[config.mk]
export PLATFORM = sky130hd
export DESIGN_NAME = mem_arbiter
export DESIGN_NICKNAME = d
export VERILOG_FILES = /design/src/rtl/mem_arbiter_pkg.sv /design/src/rtl/mem_tag_table.sv /design/src/rtl/mem_arbiter.sv
export SDC_FILE = /design/constraint.sdc
export NUM_CORES = 1
export LEC_CHECK = 0
export ABC_AREA = 1
export ABC_CLOCK_PERIOD_IN_PS = 6140
export BUFFER_PORTS_ARGS = -buffer_cell sky130_fd_sc_hd__buf_2
export CAP_MARGIN = 10
export CORE_AREA = 2 2 171 173
export DETAILED_ROUTE_END_ITERATION = 16
export DIE_AREA = 0 0 173 175
export HOLD_SLACK_MARGIN = 0.03
export PLACE_DENSITY = 0.49
export SYNTH_ARGS = -nofsm -noshare
export SYNTH_HDL_FRONTEND = slang
export SYNTH_SLANG_ARGS = --single-unit
[constraint.sdc]
create_clock -name clock -period 6.14 [get_ports clock]
set_input_delay 1.228 -clock clock [delete_from_list [all_inputs] [get_ports clock]]
set_output_delay 1.228 -clock clock [all_outputs]
set_load 0.03 [all_outputs]
[src/rtl/mem_arbiter_pkg.sv]
// Shared bus and ownership definitions for the processor-memory arbiter.
// Holds the memory bus command encoding, address width, memory tag width
// and the enum naming which requester owns an outstanding load tag.
package mem_arbiter_pkg;

    localparam int XLEN      = 32;
    localparam int MEM_TAG_W = 4;

    typedef enum logic [1:0] {
        BUS_NONE  = 2'h0,
        BUS_LOAD  = 2'h1,
        BUS_STORE = 2'h2
    } BUS_COMMAND;

    typedef enum logic {
        OWNER_IC = 1'b0,
        OWNER_DC = 1'b1
    } MEM_OWNER;

endpackage

[src/rtl/mem_tag_table.sv]
// Owner table for outstanding memory load tags.
// One {valid, owner} entry per tag (tag 0 is never written because memory
// uses it to mean "rejected/none").
// Ports:
//   clock, reset_n   : clock and asynchronous active-low reset
//   wr_en_i          : record an accepted load on wr_tag_i for wr_owner_i
//   rsp_tag_i        : tag of returning data (0 = none)
//   rsp_hit_o        : returning tag is owned; rsp_owner_o says by whom
//   rsp_miss_o       : returning tag is nonzero but not owned
//   wr_collide_o     : write lands on an entry still outstanding
//   count_o          : number of valid entries
module mem_tag_table
    import mem_arbiter_pkg::*;
#(
    parameter int NUM_TAGS = 15
) (
    input  logic                 clock,
    input  logic                 reset_n,
    input  logic                 wr_en_i,
    input  logic [MEM_TAG_W-1:0] wr_tag_i,
    input  MEM_OWNER             wr_owner_i,
    input  logic [MEM_TAG_W-1:0] rsp_tag_i,
    output logic                 rsp_hit_o,
    output MEM_OWNER             rsp_owner_o,
    output logic                 rsp_miss_o,
    output logic                 wr_collide_o,
    output logic [4:0]           count_o
);

    logic     valid_q [NUM_TAGS+1];
    logic     valid_d [NUM_TAGS+1];
    MEM_OWNER owner_q [NUM_TAGS+1];
    MEM_OWNER owner_d [NUM_TAGS+1];

    logic rsp_in_range;
    logic wr_in_range;

    assign rsp_in_range = ({1'b0, rsp_tag_i} <= (MEM_TAG_W+1)'(NUM_TAGS));
    assign wr_in_range  = ({1'b0, wr_tag_i}  <= (MEM_TAG_W+1)'(NUM_TAGS));

    // Lookup uses the pre-edge table, so a same-cycle response and new
    // accept on one tag routes to the old owner before the entry is reused.
    always_comb begin
        rsp_hit_o    = 1'b0;
        rsp_owner_o  = OWNER_IC;
        rsp_miss_o   = 1'b0;
        wr_collide_o = 1'b0;
        if (rsp_tag_i != '0) begin
            if (rsp_in_range && valid_q[rsp_tag_i]) begin
                rsp_hit_o   = 1'b1;
                rsp_owner_o = owner_q[rsp_tag_i];
            end else begin
                rsp_miss_o = 1'b1;
            end
        end
        if (wr_en_i && wr_in_range && valid_q[wr_tag_i] &&
            !(rsp_hit_o && (rsp_tag_i == wr_tag_i))) begin
            wr_collide_o = 1'b1;
        end
    end

    // Clear on response first, then apply the write so a reused tag ends valid.
    always_comb begin
        valid_d = valid_q;
        owner_d = owner_q;
        if (rsp_hit_o) begin
            valid_d[rsp_tag_i] = 1'b0;
        end
        if (wr_en_i && wr_in_range) begin
            valid_d[wr_tag_i] = 1'b1;
            owner_d[wr_tag_i] = wr_owner_i;
        end
    end

    always_comb begin
        count_o = '0;
        for (int i = 1; i <= NUM_TAGS; i++) begin
            count_o = count_o + 5'(valid_q[i]);
        end
    end

    always_ff @(posedge clock or negedge reset_n) begin
        if (!reset_n) begin
            for (int i = 0; i <= NUM_TAGS; i++) begin
                valid_q[i] <= 1'b0;
                owner_q[i] <= OWNER_IC;
            end
        end else begin
            valid_q <= valid_d;
            owner_q <= owner_d;
        end
    end

endmodule

[src/rtl/mem_arbiter.sv]
// Arbiter for the single processor-memory bus shared by the Icache miss
// path and the Dcache. Dcache has priority, but a streak counter forces an
// Icache grant after STREAK_MAX back-to-back Dcache grants while Icache waits.
// Accepted loads are tagged in mem_tag_table so returning data can be routed.
// Ports:
//   clock, reset_n                       : clock, asynchronous active-low reset
//   ic_req/ic_addr -> ic_accept          : Icache load request and handshake
//   ic_resp_valid/ic_resp_data           : load data returned to Icache
//   dc_cmd/dc_addr/dc_wdata -> dc_accept : Dcache command and handshake
//   dc_resp_valid/dc_resp_data           : load data returned to Dcache
//   proc2mem_command/addr/data           : command driven to memory
//   mem2proc_response/data/tag           : accept tag, returning data and tag
//   tag_error                            : sticky tag-protocol violation flag
//   outstanding_debug                    : number of owned tags
module mem_arbiter
    import mem_arbiter_pkg::*;
#(
    parameter int NUM_TAGS   = 15,
    parameter int STREAK_MAX = 4
) (
    input  logic                 clock,
    input  logic                 reset_n,
    input  logic                 ic_req,
    input  logic [XLEN-1:0]      ic_addr,
    output logic                 ic_accept,
    output logic                 ic_resp_valid,
    output logic [63:0]          ic_resp_data,
    input  BUS_COMMAND           dc_cmd,
    input  logic [XLEN-1:0]      dc_addr,
    input  logic [63:0]          dc_wdata,
    output logic                 dc_accept,
    output logic                 dc_resp_valid,
    output logic [63:0]          dc_resp_data,
    output BUS_COMMAND           proc2mem_command,
    output logic [XLEN-1:0]      proc2mem_addr,
    output logic [63:0]          proc2mem_data,
    input  logic [MEM_TAG_W-1:0] mem2proc_response,
    input  logic [63:0]          mem2proc_data,
    input  logic [MEM_TAG_W-1:0] mem2proc_tag,
    output logic                 tag_error,
    output logic [4:0]           outstanding_debug
);

    localparam int STREAK_W = $clog2(STREAK_MAX + 1);

    logic [STREAK_W-1:0] streak_q, streak_d;
    logic                tag_error_q, tag_error_d;

    logic     grant_ic, grant_dc;
    logic     table_full;
    logic     streak_open;
    logic     wr_en;
    MEM_OWNER wr_owner;
    logic     rsp_hit, rsp_miss, wr_collide;
    MEM_OWNER rsp_owner;

    assign table_full  = (outstanding_debug == 5'(NUM_TAGS));
    assign streak_open = (streak_q < STREAK_W'(STREAK_MAX));

    // Grant is gated by reset_n so every output reads zero while reset is
    // held, even though the requesters may still be driving.
    always_comb begin
        grant_ic = 1'b0;
        grant_dc = 1'b0;
        if (reset_n && !table_full) begin
            if ((dc_cmd != BUS_NONE) && (streak_open || !ic_req)) begin
                grant_dc = 1'b1;
            end else if (ic_req) begin
                grant_ic = 1'b1;
            end
        end
    end

    always_comb begin
        proc2mem_command = BUS_NONE;
        proc2mem_addr    = '0;
        proc2mem_data    = '0;
        if (grant_dc) begin
            proc2mem_command = dc_cmd;
            proc2mem_addr    = dc_addr;
            proc2mem_data    = dc_wdata;
        end else if (grant_ic) begin
            proc2mem_command = BUS_LOAD;
            proc2mem_addr    = ic_addr;
        end
    end

    assign ic_accept = grant_ic && (mem2proc_response != '0);
    assign dc_accept = grant_dc && (mem2proc_response != '0);

    // Stores get no data back, so only loads occupy a table entry.
    assign wr_en    = ic_accept || (dc_accept && (dc_cmd == BUS_LOAD));
    assign wr_owner = ic_accept ? OWNER_IC : OWNER_DC;

    mem_tag_table #(
        .NUM_TAGS (NUM_TAGS)
    ) u_tag_table (
        .clock        (clock),
        .reset_n      (reset_n),
        .wr_en_i      (wr_en),
        .wr_tag_i     (mem2proc_response),
        .wr_owner_i   (wr_owner),
        .rsp_tag_i    (mem2proc_tag),
        .rsp_hit_o    (rsp_hit),
        .rsp_owner_o  (rsp_owner),
        .rsp_miss_o   (rsp_miss),
        .wr_collide_o (wr_collide),
        .count_o      (outstanding_debug)
    );

    assign ic_resp_valid = rsp_hit && (rsp_owner == OWNER_IC);
    assign dc_resp_valid = rsp_hit && (rsp_owner == OWNER_DC);
    assign ic_resp_data  = ic_resp_valid ? mem2proc_data : '0;
    assign dc_resp_data  = dc_resp_valid ? mem2proc_data : '0;

    // Streak only counts Dcache wins that actually made Icache wait.
    always_comb begin
        streak_d = streak_q;
        if (!ic_req || ic_accept) begin
            streak_d = '0;
        end else if (dc_accept && streak_open) begin
            streak_d = streak_q + 1'b1;
        end
    end

    assign tag_error_d = tag_error_q || rsp_miss || wr_collide;
    assign tag_error   = tag_error_q;

    always_ff @(posedge clock or negedge reset_n) begin
        if (!reset_n) begin
            streak_q    <= '0;
            tag_error_q <= 1'b0;
        end else begin
            streak_q    <= streak_d;
            tag_error_q <= tag_error_d;
        end
    end

endmodule
After elaboration in Yosys (flattened, before gate mapping):

Index checks and enable logic that the tools add are counted.
W data, S select, Z words.

* bits of input ports: 205
* register bits after elaboration: 36
* output and inout bits: 236
* word-level logic and storage cells: 126

* bitwise gates (word level): 6
* add/subtract/negate cells: 15
* eq/ne operators: 3
* mux-type cells: 38
* order comparisons: 5
* reductions and logical operators: 25

Operator list (number)
* $mux W64: 3
* $add A5 B1 Y5: 13
* $mux W32: 2
* $mux W16: 2
* $mux W1: 22
* $and A16 B16 Y16: 1
* $bwmux W16: 1
* $not A16 Y16: 1
* $or A16 B16 Y16: 1
* $logic_and A1 B1 Y1: 13
* $bmux W1 S4: 3
* $ge A5 B5 Y1 const B: 2
* $lt A5 B1 Y1 const B: 2
* $not A4 Y5: 2
* $demux W1 S4: 2
* $reduce_bool A4 Y1: 2
* $mux W3: 2
* $eq A5 B4 Y1 const B: 1
* $logic_or A1 B1 Y1: 5
* $eq A4 B4 Y1: 1
* $reduce_bool A2 Y1: 2
* $add A3 B1 Y3 const B: 1
* $logic_not A1 Y1: 3
* $lt A3 B3 Y1 const B: 1
* other kinds (4): 4

Depth between registers and ports, before layout:

Gate-level depths: netlist (run 1).

* depth in word-level cells: 25
* gate-level depth with buffers: 22
* mapped depth without buffers: 21

Hierarchy:

A second synthesis (run 1) with hierarchy kept.

* cells, all modules: 824
* area, all modules: 4399.2 µm²

By module, submodules not included
* mem_tag_table: seq. area each 800.8 µm², area each 2203.4 µm², times used 1, cells an instance 318
* mem_arbiter: seq. area each 100.1 µm², area each 2195.9 µm², times used 1, cells an instance 506

Worst setup path after synthesis (run 1):

Ideal clock, no wire load.

* kind: register to output
* start point: register u_tag_table.valid_q[13] in the netlist's numbering
* end point: output proc2mem_command[0]
* required time: 4.912 ns
* data arrival time: 5.008 ns
* slack: -0.096 ns
* cell stages (with the launch flop): 19
* buffers on the path: 1
* path through: dfrtp_1 ha_1 inv_1 fa_1 inv_1 fa_1 fa_1 inv_1 fa_1 inv_1 ha_1 fa_1 nand2_1 a21oi_1 nor2_1 nand2_1 nand3_1 buf_2 o21ai_0

* word-level cells in the longest chain between the ends: 20
* elaborated cells between the ends (all ways): 21
* those cells by class: 14 x add/sub; 1 x eq/ne; 4 x mux; 2 x reduce/logical

Ends and longest elaborated chain
* start: declaration: RTL line mem_tag_table.sv:30 `logic valid_q [NUM_TAGS+1];`
* start signal: assignment: RTL line mem_tag_table.sv:89 `valid_q <= valid_d;`
* $add A1 B1 Y2 (*): RTL line mem_tag_table.sv:78 `count_o = count_o + 5'(valid_q[i]);`
* $add A5 B1 Y5 (*) (13 in series): RTL line mem_tag_table.sv:78
* net outstanding_debug[4]: RTL line mem_arbiter.sv:41 `output logic [4:0] outstanding_debug`
* $eq A5 B4 Y1 (*): RTL line mem_arbiter.sv:57 `assign table_full = (outstanding_debug == 5'(NUM_TAGS));`
* $logic_not A1 Y1 (*): RTL line mem_arbiter.sv:65 `if (reset_n && !table_full) begin`
* $logic_and A1 B1 Y1 (*): RTL line mem_arbiter.sv:65
* $mux W1: RTL line mem_arbiter.sv:65
* $mux W1: RTL line mem_arbiter.sv:82 `end else if (grant_ic) begin`
* $mux W2 (*): RTL line mem_arbiter.sv:78 `if (grant_dc) begin`
* end: declaration: RTL line mem_arbiter.sv:34 `output BUS_COMMAND proc2mem_command,`

The timed path passes the listed nets; every way through them passes the cells marked *.

Worst setup path in the final report (run 1):

* start point: register u_tag_table.valid_q[13] in the netlist's numbering
* end point: output proc2mem_addr[5]

* word-level cells in the longest chain between the ends: 20
* elaborated cells between the ends (all ways): 21
* those cells by class: 14 x add/sub; 1 x eq/ne; 4 x mux; 2 x reduce/logical

Ends and longest elaborated chain
* $add A1 B1 Y2 (*): RTL line mem_tag_table.sv:78
* $add A5 B1 Y5 (*) (13 in series): RTL line mem_tag_table.sv:78
* $eq A5 B4 Y1 (*): RTL line mem_arbiter.sv:57
* $logic_not A1 Y1 (*): RTL line mem_arbiter.sv:65
* $logic_and A1 B1 Y1 (*): RTL line mem_arbiter.sv:65
* $mux W1: RTL line mem_arbiter.sv:65
* $mux W32: RTL line mem_arbiter.sv:82
* $mux W32 (*): RTL line mem_arbiter.sv:78
* end: declaration: RTL line mem_arbiter.sv:35 `output logic [XLEN-1:0] proc2mem_addr,`

Mark *: on every way between the ends. The rest lies on a longest branch, timed or not.

==> impl_results.html, run 1 <==
<table>
<tr><th>Metric</th><th>Value</th></tr>
<tr><th colspan="2">Run status</th></tr>
<tr><td>Status</td><td>complete, no violations</td></tr>
<tr><th colspan="2">STA</th></tr>
<tr><td>Achievable Freq</td><td>164 MHz</td></tr>
<tr><td>Share of the clock period used by the worst path</td><td>around 100%</td></tr>
<tr><td>Rel. slew slack</td><td>56.5%</td></tr>
<tr><td>Final hold viol count</td><td>0</td></tr>
<tr><td>Pin slew with the least headroom to its limit</td><td>about 0.65 ns</td></tr>
<tr><td>Period minus WS final</td><td>6.11 ns</td></tr>
<tr><td>Final Max Tran Viols</td><td>0</td></tr>
<tr><td>RSZ-0062 raised after global routing</td><td>yes</td></tr>
<tr><td>Count of final setup violators</td><td>0</td></tr>
<tr><td>Setup slack after layout</td><td>~0.03 ns</td></tr>
<tr><td>Fin Clk Skew</td><td>~0.0048 ns</td></tr>
<tr><td>Worst hold slack</td><td>between 0.3 and 0.4 ns</td></tr>
<tr><th colspan="2">Route</th></tr>
<tr><td>Avg WL per Cell</td><td>around 16 um</td></tr>
<tr><td>DRC violations left</td><td>0</td></tr>
<tr><td>Routed vias</td><td>~6500</td></tr>
<tr><td>Starting DRT DRC Count</td><td>332</td></tr>
<tr><td>Number of nets still failing antenna checks after routing</td><td>0</td></tr>
<tr><td>DRT Pass-1 Iters</td><td>5</td></tr>
<tr><td>Via-per-instance ratio</td><td>4.01</td></tr>
<tr><td>Total detailed-routing wirelength</td><td>about 26 mm</td></tr>
<tr><th colspan="2">Global route</th></tr>
<tr><td>Most heavily used metal layer in global routing</td><td>met2</td></tr>
<tr><td>Global routing usage on met2</td><td>between 20% and 30%</td></tr>
<tr><td>Antenna violations before repair</td><td>11</td></tr>
<tr><td>Pin count of the biggest net entering global routing</td><td>66</td></tr>
<tr><td>GRT met3 Usage</td><td>under 10%</td></tr>
<tr><td>Wire length of the first global-routing pass</td><td>between 30 and 40 mm</td></tr>
<tr><td>Total congestion overflow after global routing</td><td>0</td></tr>
<tr><td>GRT Util Overall</td><td>between 10 and 15%</td></tr>
<tr><td>Via count of the first global-routing pass</td><td>approximately 6000</td></tr>
<tr><td>Met1 Usage GRT</td><td>~17%</td></tr>
<tr><th colspan="2">Yosys</th></tr>
<tr><td>Gate Count Post-Synth</td><td>790</td></tr>
<tr><td>Total nets after synthesis</td><td>slightly above 1000</td></tr>
<tr><td>Average cell area after synthesis</td><td>~5.4 um^2</td></tr>
<tr><td>Number of warnings reported in the yosys synthesis log</td><td>0</td></tr>
<tr><td>Flop and latch count out of synthesis</td><td>36</td></tr>
<tr><td>Most common cell in the netlist</td><td>inv_1</td></tr>
<tr><td>Register area share after synthesis</td><td>around a fifth</td></tr>
<tr><td>Largest cells by area after synthesis</td><td>inv_1 21%, dfrtp_1 21%, nor2_1 20%, nand2_1 10%, o22ai_1 5.9%</td></tr>
<tr><td>Top_reg_cell synth</td><td>dfrtp_1</td></tr>
<tr><td>Cell accounting for the most synthesized area</td><td>inv_1</td></tr>
<tr><td>Netlist area before placement</td><td>0.00426 mm^2</td></tr>
<tr><td>Number of flops mapped to enable cells by yosys</td><td>0</td></tr>
<tr><td>Share of the synthesized area in the top cell type</td><td>about a fifth</td></tr>
<tr><td>Top cells by instance count after synthesis</td><td>241 x inv_1, 228 x nor2_1, 114 x nand2_1, 40 x o22ai_1, 36 x dfrtp_1</td></tr>
<tr><td>Async SR Flop Fraction</td><td>100%</td></tr>
<tr><td>Distinct cell type count of the synthesized netlist</td><td>28</td></tr>
<tr><th colspan="2">Pwr</th></tr>
<tr><td>Worst ir drop on vdd</td><td>approximately 110 uV</td></tr>
<tr><td>Leakage dissipation</td><td>5.28 nW</td></tr>
<tr><td>Tot Pwr</td><td>1.47 mW</td></tr>
<tr><td>Total power density per cell area</td><td>roughly 180 mW/mm^2</td></tr>
<tr><th colspan="2">Die</th></tr>
<tr><td>Rows</td><td>slightly above 60</td></tr>
<tr><td>Ports placed on the boundary</td><td>approximately 440</td></tr>
<tr><td>Y dimension of the die</td><td>around 180 um</td></tr>
<tr><td>Area of the core</td><td>about 0.028 mm^2</td></tr>
<tr><td>Starting Density</td><td>between 10% and 20%</td></tr>
<tr><td>Die W</td><td>approximately 170 um</td></tr>
<tr><td>Area of the die</td><td>0.0303 mm^2</td></tr>
<tr><th colspan="2">Placed design</th></tr>
<tr><td>RD Place Congestion</td><td>roughly 0.90</td></tr>
<tr><td>Half-perimeter wire length after placement</td><td>around 20 mm</td></tr>
<tr><td>Placed Instances</td><td>1590</td></tr>
<tr><td>Number of buffers added on ports</td><td>between 400 and 500</td></tr>
<tr><td>Post-placement worst setup slack</td><td>~0.24 ns</td></tr>
<tr><th colspan="2">Critical path</th></tr>
<tr><td>Crit end category</td><td>output pin</td></tr>
<tr><td>Critical R2R Launch</td><td>u_tag_table.valid_q[13]$_DFF_PN0_</td></tr>
<tr><td>CP Max Fanout</td><td>10</td></tr>
<tr><td>CP required</td><td>between 4 and 5 ns</td></tr>
<tr><td>Data arrival time of the worst path</td><td>4.88 ns</td></tr>
<tr><td>Startpoint type of the worst setup path</td><td>register</td></tr>
<tr><td>R2r endpoint</td><td>u_tag_table.valid_q[14]$_DFF_PN0_</td></tr>
<tr><td>Worst Reg-to-Reg Cells</td><td>22</td></tr>
<tr><td>Worst-case register-to-register setup slack</td><td>a little over 1 ns</td></tr>
<tr><td>Classification of the worst setup path</td><td>register to output pin</td></tr>
<tr><th colspan="2">Clocking</th></tr>
<tr><td>CTS Hold Bufs</td><td>0</td></tr>
<tr><td>Clock latency reported for the late side of the worst-skew pair</td><td>~0.28 ns</td></tr>
<tr><td>TritonCTS clock tree</td><td>built</td></tr>
<tr><td>Number of levels the H-tree was split into</td><td>2</td></tr>
<tr><td>Num CTS Buffers</td><td>5</td></tr>
<tr><td>Clock-pin transition on the worst setup and hold timing paths</td><td>0.06 ns</td></tr>
<tr><td>Number of sinks driven by the clock tree</td><td>36</td></tr>
<tr><td>Root buf cell</td><td>clkbuf_16</td></tr>
<tr><td>Clock tree buffer depth</td><td>2</td></tr>
<tr><th colspan="2">Layout</th></tr>
<tr><td>Growth of design area from synthesis to finish</td><td>88.9%</td></tr>
<tr><td>Layout cell share with drive strength beyond 1</td><td>about 44%</td></tr>
<tr><td>Number of cells in the finished layout apart from fillers</td><td>around 1600</td></tr>
<tr><td>Final nets</td><td>~1400</td></tr>
<tr><td>Final Util</td><td>between 20% and 30%</td></tr>
<tr><th colspan="2">Worst hold path</th></tr>
<tr><td>Worst hold path stage count</td><td>0</td></tr>
<tr><td>Hold Path End</td><td>u_tag_table.owner_q[15]$_DFFE_PN0P_</td></tr>
<tr><td>Tightest Hold Check Type</td><td>register to register</td></tr>
<tr><td>HP Start</td><td>u_tag_table.owner_q[15]$_DFFE_PN0P_</td></tr>
<tr><th colspan="2">Run</th></tr>
<tr><td>Max Cap Viol</td><td>0</td></tr>
</table>
-- what timing repair did --
action,CTS,global route
buffers inserted,0,2
pin swaps,1,5
resized for setup,1,268
hold endpoints to repair,0,0
cloned,0,12
endpoints found under the setup margin,50,98
-- registers in the layout (all words and copies together) (netlist names) --
register,count
tag_error,1
u_tag_table.owner_q,16
streak_q,3
u_tag_table.valid_q,16
-- layout by cell type, fill, tap and decap left out, drive strengths merged --
cell type  instances
and2               1
inv              245
diode              5
o22ai             40
a21oi              5
nor2             232
o21ai             22
ha                 7
clkinv             2
nand4              6
buf              455
nor4               1
a22oi              9
nand2            115
clkbuf            14
nand3b             1
xor2               4
dfrtp             36
fa                 9
o21bai             1
nand3             23
-- cell families after synthesis --
group	synth area share (%)
adders and majority gates	6.28
and+or+nand+nor	35.0
buffers and inverters	25.9
DFF	21.1
xor gates and xnor gates	0.822
AOI/OAI and AO/OA	10.8
-- per-layer routing --
metal  part of all wire [%]  wire (um)
met3                    7.1       1820
met1                     39       9860
met2                     51      13100
met4                    3.1        805
met5                      0          0
-- worst max path at each step --
stage	from	cells past startpoint	to	slack [ns]
final	u_tag_table.valid_q[13]$_DFF_PN0_	19	proc2mem_addr[5]	0.03
after global routing	u_tag_table.valid_q[13]$_DFF_PN0_	19	proc2mem_addr[18]	-0.16
after CTS	u_tag_table.valid_q[13]$_DFF_PN0_	19	proc2mem_addr[23]	0.007
after detailed placement	u_tag_table.valid_q[13]$_DFF_PN0_	19	proc2mem_addr[23]	0.24
after global placement	u_tag_table.valid_q[13]$_DFF_PN0_	19	proc2mem_addr[24]	0.30
after floorplan	u_tag_table.valid_q[13]$_DFF_PN0_	19	proc2mem_data[43]	-0.003
-- critical path: stages, from the launching register on --
cell,delay (ns)
dfrtp_1,0.38
ha_1,0.28
inv_1,0.04
fa_1,0.47
inv_1,0.05
fa_1,0.44
fa_1,0.49
inv_1,0.05
fa_1,0.49
inv_2,0.04
ha_4,0.16
fa_1,0.53
nand2_1,0.05
nand3b_1,0.17
nor2_2,0.17
nand2_4,0.12
nand3_4,0.20
clkbuf_16,0.21
o22ai_1,0.07
buf_2,0.18
-- report_power, final --
group	total (mW)	internal (mW)	switching, mW
Sequential	0.304	0.274	0.0305
Clock	0.263	0.160	0.103
Combinational	0.901	0.313	0.588
Total	1.47	0.747	0.721
-- per-stage QoR --
| stage | setup TNS [ns] | cell area (um^2) |
|---|---|---|
| 2_1_floorplan | -0.0659 | 4270 |
| 3_3_place_gp | 0 | 6890 |
| 3_5_place_dp | 0 | 6890 |
| 4_1_cts | 0 | 7050 |
| 5_1_grt | -10.70 | 8050 |
| 6_report | 0 | 8050 |
-- area by class of cell --
class,instances,area [um^2]
Antenna cell,5,12.5
Sequential cell,36,901
Clock inverter,2,10.0
Clock buffer,6,139
Multi-Input combinational cell,476,2660
Tap cell,384,480
Inverter,245,920
Timing Repair Buffer,463,2940
Fill cell,3149,20300
Power figures use the tool's default switching activity.
==> inputs of run 2 (changes only) <==
ABC_CLOCK_PERIOD_IN_PS = 7220   (was 6140)
clock period = 7.22 ns   (was 6.14 ns; I/O delays follow)
==> impl_results.html, run 2 (synthesis gave the netlist of run 1 again) <==
<table>
<tr><th>Metric</th><th>Value</th></tr>
<tr><th colspan="2">Run status</th></tr>
<tr><td>Status</td><td>complete, no violations</td></tr>
<tr><th colspan="2">Worst hold path</th></tr>
<tr><td>Worst hold path stage count</td><td>0 (unchanged)</td></tr>
<tr><td>Hold Path End</td><td>u_tag_table.owner_q[15]$_DFFE_PN0P_</td></tr>
<tr><td>Tightest Hold Check Type</td><td>register to register</td></tr>
<tr><td>HP Start</td><td>u_tag_table.owner_q[15]$_DFFE_PN0P_</td></tr>
<tr><th colspan="2">Global route</th></tr>
<tr><td>GRT Util Overall</td><td>14.4% (-0.21 points)</td></tr>
<tr><td>Pin count of the biggest net entering global routing</td><td>81 (+23%)</td></tr>
<tr><td>Antenna violations before repair</td><td>11 (unchanged)</td></tr>
<tr><td>Total congestion overflow after global routing</td><td>0 (unchanged)</td></tr>
<tr><td>Wire length of the first global-routing pass</td><td>34.2 mm (-1.4%)</td></tr>
<tr><td>Via count of the first global-routing pass</td><td>5958 (-0.91%)</td></tr>
<tr><th colspan="2">Route</th></tr>
<tr><td>Via-per-instance ratio</td><td>3.86 (-3.7%)</td></tr>
<tr><td>Number of nets still failing antenna checks after routing</td><td>0 (unchanged)</td></tr>
<tr><td>DRC violations left</td><td>0 (unchanged)</td></tr>
<tr><td>DRT Pass-1 Iters</td><td>7 (+2)</td></tr>
<tr><td>Routed vias</td><td>6173 (-4.8%)</td></tr>
<tr><td>Total detailed-routing wirelength</td><td>23.0 mm (-10%)</td></tr>
<tr><td>Avg WL per Cell</td><td>14.4 um (-9.3%)</td></tr>
<tr><td>Starting DRT DRC Count</td><td>280 (-16%)</td></tr>
<tr><th colspan="2">Critical path</th></tr>
<tr><td>Startpoint type of the worst setup path</td><td>register</td></tr>
<tr><td>CP Max Fanout</td><td>80 (+70)</td></tr>
<tr><td>CP required</td><td>5.78 ns (+0.87 ns)</td></tr>
<tr><td>Critical R2R Launch</td><td>u_tag_table.valid_q[13]$_DFF_PN0_</td></tr>
<tr><td>R2r endpoint</td><td>u_tag_table.owner_q[6]$_DFFE_PN0P_</td></tr>
<tr><td>Classification of the worst setup path</td><td>register to output pin</td></tr>
<tr><td>Worst Reg-to-Reg Cells</td><td>22 (unchanged)</td></tr>
<tr><td>Worst-case register-to-register setup slack</td><td>2.14 ns (+1.12 ns)</td></tr>
<tr><td>Data arrival time of the worst path</td><td>5.27 ns (+0.39 ns)</td></tr>
<tr><td>Crit end category</td><td>output pin</td></tr>
<tr><th colspan="2">STA</th></tr>
<tr><td>Final Max Tran Viols</td><td>0 (unchanged)</td></tr>
<tr><td>Rel. slew slack</td><td>56.3% (-0.26 points)</td></tr>
<tr><td>Period minus WS final</td><td>between 6 and 7 ns</td></tr>
<tr><td>Pin slew with the least headroom to its limit</td><td>0.656 ns (+0.00383 ns)</td></tr>
<tr><td>Count of final setup violators</td><td>0 (unchanged)</td></tr>
<tr><td>Share of the clock period used by the worst path</td><td>just over 90%</td></tr>
<tr><td>Worst hold slack</td><td>0.376 ns (-0.00467 ns)</td></tr>
<tr><td>Achievable Freq</td><td>between 100 and 150 MHz</td></tr>
<tr><td>Fin Clk Skew</td><td>0.00651 ns (+0.00173 ns)</td></tr>
<tr><td>Final hold viol count</td><td>0 (unchanged)</td></tr>
<tr><td>Total negative slack for setup checks</td><td>0 ns (unchanged)</td></tr>
<tr><td>RSZ-0062 raised after global routing</td><td>no</td></tr>
<tr><th colspan="2">Clocking</th></tr>
<tr><td>Post-cts sizing count</td><td>0 (-1)</td></tr>
<tr><td>Number of sinks driven by the clock tree</td><td>36 (unchanged)</td></tr>
<tr><td>Root buf cell</td><td>clkbuf_16</td></tr>
<tr><td>Clock tree buffer depth</td><td>2 (unchanged)</td></tr>
<tr><td>Clock latency reported for the late side of the worst-skew pair</td><td>0.28 ns (about the same)</td></tr>
<tr><td>Number of levels the H-tree was split into</td><td>2 (unchanged)</td></tr>
<tr><td>CTS Hold Bufs</td><td>0 (unchanged)</td></tr>
<tr><td>Setup fix buffers added after clock tree synthesis</td><td>0 (unchanged)</td></tr>
<tr><td>Num CTS Buffers</td><td>5 (unchanged)</td></tr>
<tr><td>Clock-pin transition on the worst setup and hold timing paths</td><td>0.05 ns (about the same)</td></tr>
<tr><td>TritonCTS clock tree</td><td>built</td></tr>
<tr><th colspan="2">Layout</th></tr>
<tr><td>Largest registers</td><td>u_tag_table.owner_q (16), u_tag_table.valid_q (16), streak_q (3)</td></tr>
<tr><td>Layout cell share with drive strength beyond 1</td><td>38.6% (-5.7 points)</td></tr>
<tr><td>Commonest cells after routing, fill and taps aside</td><td>440 x buf_2, 241 x inv_1, 228 x nor2_1</td></tr>
<tr><td>Final nets</td><td>1431 (-1.2%)</td></tr>
<tr><td>Count of filler cells inserted in the layout</td><td>3244 (+3.0%)</td></tr>
<tr><td>Most frequent standard cell in the layout excluding fill and tap cells</td><td>buf_2</td></tr>
<tr><td>Growth of design area from synthesis to finish</td><td>64.6%</td></tr>
<tr><th colspan="2">Placed design</th></tr>
<tr><td>RD Place Congestion</td><td>0.840 (-7.0%)</td></tr>
<tr><td>Half-perimeter wire length after placement</td><td>19.7 mm (-3.1%)</td></tr>
<tr><td>Number of buffers added on ports</td><td>440 (unchanged)</td></tr>
<tr><th colspan="2">Die</th></tr>
<tr><td>Ports placed on the boundary</td><td>441 (unchanged)</td></tr>
<tr><td>Die W</td><td>173 um (unchanged)</td></tr>
<tr><td>Y dimension of the die</td><td>175 um (unchanged)</td></tr>
<tr><td>Area of the die</td><td>0.0303 mm^2 (unchanged)</td></tr>
<tr><td>Area of the core</td><td>0.0284 mm^2 (unchanged)</td></tr>
<tr><td>Starting Density</td><td>15.0% (unchanged)</td></tr>
<tr><td>Rows</td><td>62 (unchanged)</td></tr>
<tr><th colspan="2">Pwr</th></tr>
<tr><td>Total power density per cell area</td><td>166 mW/mm^2 (-9.0%)</td></tr>
<tr><td>Leakage dissipation</td><td>5.01 nW (-5.1%)</td></tr>
<tr><td>Worst ir drop on vdd</td><td>140 uV (+29%)</td></tr>
<tr><th colspan="2">Run</th></tr>
<tr><td>Max Cap Viol</td><td>0 (unchanged)</td></tr>
</table>
run 2: cell types whose count changed in the layout (fill, tap and decap cells not counted), moves of 4 or more:
cell / change
buf_2: +61
buf_6: -53
nor2_1: +42
nor2_2: -23
nor2_4: -19
buf_4: -11
o22ai_1: +10
clkbuf_16: -8
o22ai_4: -7
buf_12: -4
run 2: per-layer routing:
layer / GRT usage, % / share of wire, % / up-vias
met5: 0 / 0.25 / -
met4: 3.64 / 1.8 / 10
met3: 4.46 / 10 / 38
met2: 25.0 / 48 / 325
met1: 17.3 / 40 / 2674
li1: - / - / 3126
run 2: metrics by stage:
step | worst slack [ns] | utilization (%) | instance area [um^2] | total power, mW | cells
after floorplan | 0.768 | - | 4260 | 0.700 | 790
after global placement | 0.847 | 24.1 | 6840 | 0.934 | 1587
after detailed placement | 0.807 | 24.1 | 6840 | 0.933 | 1587
after CTS | 0.508 | 24.7 | 7010 | 1.18 | 1595
after global routing | 0.195 | 24.7 | 7010 | 1.26 | 1596
final | 0.503 | 24.7 | 7020 | 1.16 | 1599
run 2: worst max-delay path, cell delays in order, from the launching register on:
cell and delay, ns:
dfrtp_1 0.41, ha_1 0.29, inv_1 0.05, fa_1 0.47
inv_1 0.06, fa_1 0.48, fa_1 0.51, inv_1 0.05
fa_1 0.47, inv_1 0.04, ha_1 0.21, fa_1 0.51
nand2_1 0.06, nand3b_1 0.15, nor2_1 0.08, nand2_1 0.18
nand3_4 0.26, buf_12 0.32, o22ai_1 0.14, buf_2 0.20
run 2: how the worst max path moves through the flow:
stage	endpoint	slack, ns	startpoint
6_report	proc2mem_addr[4]	0.50	u_tag_table.valid_q[13]$_DFF_PN0_
5_1_grt	proc2mem_command[0]	0.20	u_tag_table.valid_q[13]$_DFF_PN0_
4_1_cts	proc2mem_command[0]	0.51	u_tag_table.valid_q[13]$_DFF_PN0_
3_5_place_dp	proc2mem_command[0]	0.81	u_tag_table.valid_q[13]$_DFF_PN0_
3_3_place_gp	proc2mem_command[0]	0.85	u_tag_table.valid_q[13]$_DFF_PN0_
2_1_floorplan	proc2mem_command[0]	0.77	u_tag_table.valid_q[13]$_DFF_PN0_
run 2: cell type report:
type	count	area [um^2]	share of cell area [%]
well taps	384	480	6.85
flip-flops and latches	36	901	12.8
multi-input cells	475	2270	32.4
clock buffers	6	129	1.84
diodes	4	10.0	0.143
repair buffers	447	2270	32.3
clock inverters	2	35.0	0.499
inverters	245	920	13.1
run 2: power by group:
part	switching [mW]	total [mW]	internal (mW)	leakage [nW]
clock	0.0797	0.242	0.162	0.0809
combinational	0.456	0.663	0.207	4.46
sequential	0.0252	0.258	0.233	0.471
